==> config.mk <==
export PLATFORM = sky130hd
export DESIGN_NAME = aes_ctr_seq
export DESIGN_NICKNAME = d
export VERILOG_FILES = /design/src/rtl/aes_ctr_seq.sv
export SDC_FILE = /design/constraint.sdc
export NUM_CORES = 1
export LEC_CHECK = 0
export CAP_MARGIN = 0
export CORE_MARGIN = 2
export CORE_UTILIZATION = 45
export DETAILED_ROUTE_END_ITERATION = 6
export PLACE_DENSITY = 0.81
export RECOVER_POWER = 100
export SLEW_MARGIN = 25
export SYNTH_ARGS = -nofsm -noshare
export SYNTH_HDL_FRONTEND = slang
export SYNTH_SLANG_ARGS = --single-unit
==> constraint.sdc <==
create_clock -name clk_i -period 3.1 [get_ports clk_i]
set_input_delay 0.62 -clock clk_i [delete_from_list [all_inputs] [get_ports clk_i]]
set_output_delay 0.62 -clock clk_i [all_outputs]
set_load 0.005 [all_outputs]
==> src/rtl/aes_ctr_seq.sv <==
// aes_ctr_seq: owns the 128-bit CTR-mode counter register and sequences the
// slice-wise counter FSM. It issues N increments per request, serves counter
// slices to the FSM, commits the written-back slices and raises a terminal
// alert on FSM alerts, protocol violations or write-back timeouts.
module aes_ctr_seq #(
   parameter int unsigned CtrWidth      = 128,
   parameter int unsigned SliceSize     = 16,
   parameter int unsigned SliceIdxW     = 3,
   parameter int unsigned CntW          = 4,
   parameter int unsigned TimeoutCycles = 16
) (
   input  logic                 clk_i,
   input  logic                 rst_ni,
   input  logic                 load_i,
   input  logic [CtrWidth-1:0]  load_value_i,
   input  logic                 req_i,
   input  logic [CntW-1:0]      cnt_i,
   output logic                 ack_o,
   output logic                 busy_o,
   output logic [CtrWidth-1:0]  ctr_o,
   output logic                 alert_o,
   output logic                 fsm_incr_o,
   input  logic                 fsm_ready_i,
   input  logic                 fsm_alert_i,
   input  logic [SliceIdxW-1:0] fsm_slice_idx_i,
   output logic [SliceSize-1:0] fsm_slice_o,
   input  logic [SliceSize-1:0] fsm_slice_i,
   input  logic                 fsm_we_i
);

   localparam int unsigned NumSlices = CtrWidth / SliceSize;
   localparam int unsigned TimerW    = $clog2(TimeoutCycles + 1);

   // Sparse encoding, pairwise Hamming distance >= 3.
   typedef enum logic [5:0] {
      IDLE  = 6'b000000,
      ISSUE = 6'b000111,
      WAIT  = 6'b111000,
      DONE  = 6'b011011,
      ERROR = 6'b101101
   } state_e;

   state_e                state_q, state_d;
   logic [CtrWidth-1:0]   ctr_q, ctr_d;
   logic [CntW-1:0]       remaining_q, remaining_d;
   logic [SliceIdxW-1:0]  we_cnt_q, we_cnt_d;
   logic [TimerW-1:0]     timer_q, timer_d;
   logic                  ack_q, ack_d;
   logic                  busy_q, busy_d;
   logic                  alert_q, alert_d;

   // Serve the slice selected by the FSM from the counter register.
   always_comb begin
      fsm_slice_o = '0;
      for (int unsigned i = 0; i < NumSlices; i++) begin
         if (fsm_slice_idx_i == i[SliceIdxW-1:0]) begin
            fsm_slice_o = ctr_q[i*SliceSize +: SliceSize];
         end
      end
   end

   // Next-state, counter commit, increment bookkeeping and timeout logic.
   always_comb begin
      state_d     = state_q;
      ctr_d       = ctr_q;
      remaining_d = remaining_q;
      we_cnt_d    = we_cnt_q;
      timer_d     = timer_q;

      case (state_q)
         IDLE: begin
            if (load_i) begin
               ctr_d = load_value_i;
            end else if (req_i) begin
               if (cnt_i == '0) begin
                  state_d = DONE;
               end else begin
                  remaining_d = cnt_i;
                  state_d     = ISSUE;
               end
            end
         end
         ISSUE: begin
            if (fsm_ready_i) begin
               we_cnt_d = '0;
               timer_d  = '0;
               state_d  = WAIT;
            end
         end
         WAIT: begin
            if (fsm_we_i) begin
               for (int unsigned i = 0; i < NumSlices; i++) begin
                  if (fsm_slice_idx_i == i[SliceIdxW-1:0]) begin
                     ctr_d[i*SliceSize +: SliceSize] = fsm_slice_i;
                  end
               end
               timer_d = '0;
               if (we_cnt_q == SliceIdxW'(NumSlices - 1)) begin
                  we_cnt_d    = '0;
                  remaining_d = remaining_q - 1'b1;
                  state_d     = (remaining_d != '0) ? ISSUE : DONE;
               end else begin
                  we_cnt_d = we_cnt_q + 1'b1;
               end
            end else if (timer_q == TimerW'(TimeoutCycles - 1)) begin
               // This is the TimeoutCycles-th consecutive cycle without a write.
               state_d = ERROR;
            end else begin
               timer_d = timer_q + 1'b1;
            end
         end
         DONE:    state_d = IDLE;
         ERROR:   state_d = ERROR;
         default: state_d = ERROR;
      endcase

      // Error entry overrides every state; the counter is frozen on entry.
      if (fsm_alert_i || (fsm_we_i && (state_q != WAIT))) begin
         state_d = ERROR;
      end
      if (state_d == ERROR) begin
         ctr_d = ctr_q;
      end

      ack_d   = (state_d == DONE);
      busy_d  = (state_d == ISSUE) || (state_d == WAIT) || (state_d == DONE);
      alert_d = (state_d == ERROR);
   end

   // State and registered outputs, asynchronous active-low reset.
   always_ff @(posedge clk_i or negedge rst_ni) begin
      if (!rst_ni) begin
         state_q     <= IDLE;
         ctr_q       <= '0;
         remaining_q <= '0;
         we_cnt_q    <= '0;
         timer_q     <= '0;
         ack_q       <= 1'b0;
         busy_q      <= 1'b0;
         alert_q     <= 1'b0;
      end else begin
         state_q     <= state_d;
         ctr_q       <= ctr_d;
         remaining_q <= remaining_d;
         we_cnt_q    <= we_cnt_d;
         timer_q     <= timer_d;
         ack_q       <= ack_d;
         busy_q      <= busy_d;
         alert_q     <= alert_d;
      end
   end

   assign fsm_incr_o = (state_q == ISSUE) && fsm_ready_i;
   assign ack_o      = ack_q;
   assign busy_o     = busy_q;
   assign alert_o    = alert_q;
   assign ctr_o      = ctr_q;

endmodule

==> reports/qor.yml, run 1 <==
status: "finished with violations"
failed_checks: "capacitance limit, slew limit"
async_flop_share_pct: 100
p_per_area_nw_per_um2: 377
synth_fp_nets: 964
drive_above_1_share_pct: 10.7
finalCritPeriodShare_pct: 99.1
coreArea_sq_um: 17800
path_buf_inv: 4
cpMaxStageDelayCell: "clkdlybuf4s50_1"
crit_start: "fsm_slice_idx_i[2]"
grt_pass1_wl_mm: 51.8
gr-total-overflow: 0
placed_area_sq_um: 11700
avgSynthCellArea_sq_um: 10.2
synthCells: 800
p_leak_nw: 5.40
cts_buffer_depth: 2
cts_tree: "yes"
power_mw: 4.59
cp-endpoint: "fsm_slice_o[3]"
fin_hold_ws_ns: 0.500
worstPathArrival_ns: 2.45
wl_mm: 33.6
gp_congestion: 1.04
dr.pass1.iters: 6
vdd_drop_max_mv: 0.439
antenna_cells: 0
setup_viol: 0
cts_root_buf: "clkbuf_16"
hold_class: "reg2reg"
clock-sinks: 149
max_freq_mhz: 326
crit_cells: 9
ys.flop_type: "dfrtp_1"
setup_slack_ns: 0.0285
path_delay_family: "buffers and inverters"
via_per_inst: 6.58
ys_seq_area_share_pct: 45.8
grt_max_degree: 78
r2r_slack_ns: 0.14
period_needed_ns: 3.07
reg2reg_to: "ctr_o[107]$_DFFE_PN0P_"
skew_ns: 0.0142
grt_setup_unrepaired: "true"
timing.critical_path.cells: "buf_2 -> buf_12 -> buf_4 -> mux2i_1 -> nor2_1 -> a21oi_1 -> o221ai_1 -> a22o_1 -> clkdlybuf4s50_1"
dieWidth_um: 139
fp-row-count: 49
crit_fanout: 19
start_util_pct: 45.7
fin_util_pct: 68.2
worstRegToRegCells: 6
cts-htree-levels: 4
vias: 8784
most-common-layout-cells: "clkdlybuf4s50_1, dfrtp_1, dlygate4sd3_1"
io_buffers: 305
ys_seq_elements: 149
ant_nets: 0
ys_types: 55
drc: 0
max-slew-margin-rel_pct: -31.1
syn_area_sq_um: 8150
synth_edf_count: 0
r2r_start: "state_q[1]$_DFF_PN0_"
die_y_um: 139
tightest_slew_ns: 1.97
drv_cap: 1
antenna_found_initial: 0
nNetsFinal: 1256
max_stage_delay_ns: 0.47
final_common_cell: "clkdlybuf4s50_1"
ys_warn_count: 0
preCtsSetupSlack_ns: -0.434
ios: 306
crit_path_end_kind: "primary output"
slew_violations: 78
hold_buffers: 0
clk_latency_ns: 0.43
area_growth_pct: 49.4
hpwlAfterDp_mm: 24.5
grt_pass1_vias: 8460
cts_buffers: 17
clk_pin_slew_ns: 0.06
hold_violations: 0
crit_required_ns: 2.48
worst_setup_path_start_kind: "input pin"
final_cell_area_sq_um: 12200
post_drt_wl_per_cell_um: 25.2
grt_use_total_pct: 34.6
drtIter0Drc: 1170
dieArea_sq_um: 19200
crit_type: "in2out"
-- synthesized netlist by cell type (all sizes together) (2+ instances only) --
library cell    n  share of area (%)
nand3          10               0.61
nand4           2               0.15
mux2i          19                2.3
nor2b           5               0.38
a21o            2               0.18
inv            16               0.74
nor3            2               0.12
clkbuf         48                2.2
a211o           2               0.32
a211oi          3               0.28
a21oi          38                2.5
o22ai         128                 11
buf            44                3.1
o21ai          28                1.7
nor3b           2               0.18
o221ai         16                1.7
a2bb2oi       129                 14
nor2           42                2.3
and2            2               0.15
ha              6               0.92
or2             5               0.38
nor4b           2               0.29
or3             3               0.23
nand2          30                1.4
mux2            2               0.28
a22oi           5               0.46
nor4            5               0.46
and3            2               0.15
nand2b          8               0.61
a22o           25                2.7
nand3b          3               0.28
dfrtp         149                 46
a311oi          6               0.64
-- flip-flops by register name, summed over array words and instances, names as in the netlist --
register / count
alert_o: 1
we_cnt_q: 3
ctr_o: 128
state_q: 6
remaining_q: 4
timer_q: 5
busy_o: 1
ack_o: 1
-- timing repair --
item	CTS	global route
gates resized for setup	5	11
setup endpoints to repair	16	11
setup buffers	2	0
gates cloned	0	0
-- per-layer routing --
| metal | global-route usage, % | wire length (um) |
|---|---|---|
| met2 | 51.7 | 15000 |
| met5 | 0 | 0 |
| met3 | 9.25 | 3860 |
| met1 | 49.4 | 13500 |
| met4 | 11.0 | 1220 |
-- report_power, final --
group	switching, mW	total (mW)	internal, mW	leakage [nW]
sequential	0.00463	1.95	1.95	2.05
combinational	0.242	0.541	0.299	3.07
clock	0.932	2.10	1.17	0.282
-- kinds of logic (layout without fill, tap and decap cells) --
kind of cell	count (synthesis)	after routing	share of synthesized area (%)
AO/OA/AOI/OAI	391	391	36.8
flip-flops	149	149	45.8
AND/OR/NAND/NOR	124	124	7.75
buffers and inverters	108	413	6.05
multiplexers	21	21	2.61
adder cells (fa/ha/maj)	6	6	0.921
XOR/XNOR	1	1	0.108
-- cell type report --
type / count / area, sq um
fillers: 1422 / 5670
repair buffers: 365 / 3590
well taps: 229 / 287
multi-input cells: 543 / 3910
clock buffers: 18 / 439
inverters: 16 / 60.1
clock inverters: 14 / 159
flip-flops and latches: 149 / 3730
-- worst min path at each step --
stage | startpoint | end | cells after the start
final | timer_q[4]$_DFFE_PN0P_ | timer_q[4]$_DFFE_PN0P_ | 1
after global routing | we_cnt_q[2]$_DFFE_PN0P_ | we_cnt_q[2]$_DFFE_PN0P_ | 1
after CTS | rst_ni | state_q[3]$_DFF_PN0_ | 1
after detailed placement | timer_q[4]$_DFFE_PN0P_ | timer_q[4]$_DFFE_PN0P_ | 1
after global placement | timer_q[4]$_DFFE_PN0P_ | timer_q[4]$_DFFE_PN0P_ | 1
after floorplan | rst_ni | ack_o$_DFF_PN0_ | 0
-- per-stage QoR --
stage	cells	setup TNS [ns]
after floorplan	800	0
after CTS	1334	0
after global placement	1300	-3.84
final	1334	0
after detailed placement	1300	-5.18
after global routing	1334	-0.137
Power figures use the tool's default switching activity.
==> run 2: changes to the inputs <==
SLEW_MARGIN = not set   (was 25)
==> results of run 2 <==
No change in the layout: final DEF, timing and power equal those of run 1.
==> run 3: changes to the inputs <==
CTS_CLUSTER_SIZE = 10   (was not set)
==> results of run 3 <==
No change in the layout: final DEF, timing and power equal those of run 1.
